==> src/rtl/uart_tx.sv <==
// uart_tx: FIFO-buffered UART transmitter, start + 8 data bits LSB first + optional even parity + 1 stop.
// Ports: CLOCK  - clock, all state on rising edge
//        RESETN - asynchronous active-low reset
//        dt/wr  - byte to queue and its push strobe
//        full/empty - FIFO occupancy flags
//        busy   - serializer is sending a frame
//        TX     - registered serial line, idle high
module uart_tx #(
  parameter int CLKS_PER_BIT = 100,
  parameter int FIFO_DEPTH = 4,
  parameter bit PARITY_EN = 1'b0
) (
  input  logic       CLOCK,
  input  logic       RESETN,
  input  logic [7:0] dt,
  input  logic       wr,
  output logic       full,
  output logic       empty,
  output logic       busy,
  output logic       TX
);
  localparam int AW = $clog2(FIFO_DEPTH);
  localparam logic [AW:0] DEPTH = (AW+1)'(FIFO_DEPTH);
  localparam logic [19:0] BAUD_MAX = 20'(CLKS_PER_BIT - 1);
  localparam logic [2:0] IDLE = 3'd0, START = 3'd1, DATA = 3'd2, PARITY = 3'd3, STOP = 3'd4;

  logic [7:0] mem_q [FIFO_DEPTH];
  logic [AW-1:0] wptr_q, rptr_q;
  logic [AW:0] cnt_q;
  logic [2:0] state_q, state_d;
  logic [19:0] baud_q, baud_d;
  logic [2:0] bit_q, bit_d;
  logic [7:0] sh_q, sh_d;
  logic par_q, par_d, tx_q, tx_d;
  logic push, pop, bit_end;

  assign full = cnt_q == DEPTH;
  assign empty = cnt_q == '0;
  assign busy = state_q != IDLE;
  assign TX = tx_q;
  assign bit_end = baud_q == BAUD_MAX;
  assign push = wr && !full;
  // A new frame is fetched either from idle or exactly at the end of a stop bit, so frames chain with no gap.
  assign pop = !empty && (state_q == IDLE || (state_q == STOP && bit_end));

  always_ff @(posedge CLOCK)
    if (push) mem_q[wptr_q] <= dt;

  always_ff @(posedge CLOCK or negedge RESETN)
    if (!RESETN) begin
      wptr_q <= '0;
      rptr_q <= '0;
      cnt_q <= '0;
    end else begin
      if (push) wptr_q <= wptr_q + 1'b1;
      if (pop) rptr_q <= rptr_q + 1'b1;
      cnt_q <= cnt_q + {{AW{1'b0}}, push} - {{AW{1'b0}}, pop};
    end

  always_comb begin
    state_d = state_q;
    baud_d = (state_q == IDLE || bit_end) ? '0 : baud_q + 20'd1;
    bit_d = bit_q;
    sh_d = sh_q;
    par_d = par_q;
    tx_d = tx_q;
    if (pop) begin
      state_d = START;
      sh_d = mem_q[rptr_q];
      par_d = ^mem_q[rptr_q];
      bit_d = '0;
      tx_d = 1'b0;
    end else if (bit_end) begin
      case (state_q)
        START: begin
          state_d = DATA;
          tx_d = sh_q[0];
        end
        DATA:
          if (bit_q == 3'd7) begin
            state_d = PARITY_EN ? PARITY : STOP;
            tx_d = PARITY_EN ? par_q : 1'b1;
          end else begin
            bit_d = bit_q + 3'd1;
            sh_d = sh_q >> 1;
            tx_d = sh_q[1];
          end
        PARITY: begin
          state_d = STOP;
          tx_d = 1'b1;
        end
        default: begin
          state_d = IDLE;
          tx_d = 1'b1;
        end
      endcase
    end
  end

  always_ff @(posedge CLOCK or negedge RESETN)
    if (!RESETN) begin
      state_q <= IDLE;
      baud_q <= '0;
      bit_q <= '0;
      sh_q <= '0;
      par_q <= 1'b0;
      tx_q <= 1'b1;
    end else begin
      state_q <= state_d;
      baud_q <= baud_d;
      bit_q <= bit_d;
      sh_q <= sh_d;
      par_q <= par_d;
      tx_q <= tx_d;
    end
endmodule

==> config.mk <==
export PLATFORM = sky130hd
export DESIGN_NAME = uart_tx
export DESIGN_NICKNAME = d
export VERILOG_FILES = /design/src/rtl/uart_tx.sv
export SDC_FILE = /design/constraint.sdc
export NUM_CORES = 1
export LEC_CHECK = 0
export BUFFER_PORTS_ARGS = -buffer_cell sky130_fd_sc_hd__clkbuf_2
export CAP_MARGIN = 20
export CELL_PAD_IN_SITES_DETAIL_PLACEMENT = 0
export CELL_PAD_IN_SITES_GLOBAL_PLACEMENT = 1
export CORE_AREA = 5 5 98 100
export CTS_CLUSTER_SIZE = 30
export DETAILED_ROUTE_END_ITERATION = 12
export DIE_AREA = 0 0 103 105
export PLACE_DENSITY = 0.68
export RECOVER_POWER = 100
export SETUP_SLACK_MARGIN = 0.15
export SLEW_MARGIN = 10
export SYNTH_ARGS = -nofsm -noshare
export SYNTH_HDL_FRONTEND = slang
export SYNTH_SLANG_ARGS = --single-unit
==> constraint.sdc <==
create_clock -name CLOCK -period 2.4 [get_ports CLOCK]
set_input_delay 0.48 -clock CLOCK [delete_from_list [all_inputs] [get_ports CLOCK]]
set_output_delay 0.48 -clock CLOCK [all_outputs]
set_load 0.03 [all_outputs]
==> metrics <==
Worst Setup Path Type flip-flop to flip-flop; Clock Skew 0.00985 ns; crit-path max cell delay 0.37 ns; Reg clk slew, reported paths 0.08 ns; fill count 806; period utilization 0.993; initial antenna violation count 0; Mapped Nets 267; Yosys cell types 45; peak supply drop 0.490 mV; Leak 0.00160 uW; fraction of registers with async set/reset 0.568; status completed; origin of the worst setup path baud_q[1]$_DFF_PN0_; fin cells 408; R2R setup slack 0.02 ns; FF-to-FF Start baud_q[1]$_DFF_PN0_; maxcap violations 0; Slew Limit Fails 0; H-Tree Level Count 3; Die Y 105 um; PwrDens 993 mW/mm^2; final-report setup violation count 0; share of cells above drive strength 1 0.247; Max Root-Sink Buffers 2; Net count, final 316; Ports 15; Global Route Usage Sum 0.125; Placed Area 0.00378 mm^2; Root Buffer clkbuf_8; std cell rows 34; Setup crit end cnt_q[2]$_DFF_PN0_; DRC 0; Worst slew margin 0.413; Crit Path Max Fanout 2; Slowest-stage cell, CP dfrtp_1; Iter 0 DRT Violations 70; Max Clk Rate 420 MHz; CTS hold repair buffers 0; Remaining Overflow, GRT 0; final hold violations 0; most frequent cells in the layout dfrtp_1, edfxtp_1, nor2_1, buf_4, clkbuf_1; most common cell after layout, fill and taps aside dfrtp_1; Core ar. 0.00859 mm^2; Worst Max-Slew Pin Slew 0.880 ns; HP Class primary input to asynchronous set/reset pin; Synth Flop Type dfrtp_1; Post-synth EDFFs 32; Synth Warn # 0; RR Endpoint cnt_q[2]$_DFF_PN0_; Seq/Total Area, Yosys 0.601; DR vias 1989; required time of the critical path 2.63 ns; detailed placement HPWL 4.21 mm; Inserted Clock Buffers 9; clock tree from TritonCTS done; DR WL/cell 14.5 um; CP Capture Type flip-flop; largest net degree at the start of global routing 25; die area 0.0108 mm^2; Initial Util 0.390; Layout Area Growth over Synthesis 18.9%; Port Buffers 14; global-route wire length before repair 10.4 mm; crit path DAT 2.61 ns; clock latency on the worst-skew pair 0.35 ns; via/cell ratio 4.88; post-synthesis cell count 246; Chip Width 103 um; mean area per synthesized cell 13.6 um^2; RSZ-0062 raised after global routing true; drt pass-1 iters 4; cell area after synthesis 0.00335 mm^2; RePlAce Congestion 0.746; antenna viol nets, final 0; R2R cell count 13; n_diodes 0; drt total wl 5.91 mm; final instance area 0.00399 mm^2; CP Launch Type flip-flop; vias in the first global route 2083; placed cells 389; Period minus WS final 2.38 ns; critical-path cell list ha_2, nor4b_4, nand4_4, o21ai_4, nand2_4, inv_4, ha_4, inv_2, ha_4, inv_2, fa_2, xnor2_2, xnor2_1; CTS sink count 74; Yosys reg bits 74
[what timing repair did]
| action | 4_1_cts | 5_1_grt |
|---|---|---|
| setup endpoints to repair | 2 | 8 |
| setup buffers | 1 | 2 |
| resized for setup | 0 | 4 |
| gates cloned | 0 | 0 |
| pin swaps | 6 | 3 |
[kinds of logic after synthesis]
| group | Yosys count | share of synthesized area |
|---|---|---|
| fa+ha+maj | 10 | 0.0396 |
| mux | 21 | 0.0963 |
| buf+inv | 18 | 0.0235 |
| simple gates | 87 | 0.154 |
| flops | 74 | 0.601 |
| compound gates | 14 | 0.0284 |
| xor+xnor | 22 | 0.0575 |
[state kept, by name (all words and copies together) (netlist names)]
| name | count |
|---|---|
| TX | 1 |
| baud_q | 20 |
| bit_q | 3 |
| cnt_q | 3 |
| mem_q | 32 |
| rptr_q | 2 |
| sh_q | 8 |
| state_q | 3 |
| wptr_q | 2 |
[power breakdown]
part | internal (uW) | switching (uW)
combinational | 576 | 566
sequential | 1610 | 195
clock | 519 | 490
[through the flow]
step                       util  hold WS, ns  worst slack (ns)  total power, uW  setup TNS (ns)
after floorplan               -        0.184            -0.158             2610          -0.227
after global placement    0.440        0.398            0.0457             2950               0
after detailed placement  0.440        0.406           -0.0103             3000         -0.0103
after CTS                 0.466       0.0176           0.00657             4030               0
after global routing      0.464        0.217           -0.0757             4230         -0.0841
final                     0.464        0.158            0.0166             3960               0
[cell usage after synthesis (all sizes together), types with 2 or more instances]
master	instances	area [um^2]
a21oi	3	15.0
and2	5	31.3
and3	2	12.5
and4	3	26.3
buf	5	30.0
clkbuf	2	7.51
dfrtp	41	1030
edfxtp	32	961
ha	9	113
inv	11	41.3
mux2	10	113
mux2i	3	30.0
mux4	8	180
nand2	11	43.8
nand3	10	50.1
nand4	7	58.8
nor2	26	97.6
nor2b	2	12.5
nor3	9	61.3
nor4	3	37.5
nor4b	2	38.8
o21ai	6	41.3
o31ai	2	15.0
or3	3	18.8
xnor2	12	105
xor2	10	87.6
[how the worst min path moves through the flow]
| stage | from | endpoint |
|---|---|---|
| final | RESETN | sh_q[2]$_DFFE_PN0P_ |
| after detailed placement | RESETN | baud_q[5]$_DFF_PN0_ |
| after CTS | RESETN | sh_q[2]$_DFFE_PN0P_ |
| after global placement | RESETN | baud_q[5]$_DFF_PN0_ |
| after global routing | RESETN | baud_q[11]$_DFF_PN0_ |
| after floorplan | RESETN | baud_q[0]$_DFF_PN0_ |
[cell type report]
cell class | instances | area (um^2) | share of cell area
Clock buffer | 10 | 138 | 0.0345
Clock inverter | 6 | 72.6 | 0.0182
Inverter | 11 | 43.8 | 0.0110
Multi-Input combinational cell | 154 | 1300 | 0.327
Sequential cell | 74 | 2010 | 0.505
Tap cell | 108 | 135 | 0.0339
Timing Repair Buffer | 45 | 280 | 0.0703
[worst max-delay path, delay by kind of cell, from the launching register on]
kind / cells / cell delay (ns)
AND/OR/NAND/NOR: 3 / 0.49
flip-flops: 1 / 0.37
XOR/XNOR: 2 / 0.26
AO/OA/AOI/OAI: 1 / 0.18
buffers and inverters: 3 / 0.15
adder cells (fa/ha/maj): 4 / 0.83
[routing by layer]
metal / global-route usage / wire length (um)
met1: 0.163 / 2720
met5: 0 / 0
met4: 0.0361 / 43
met3: 0.0440 / 191
met2: 0.197 / 2950
No activity file was read; power rests on OpenSTA's default activity.
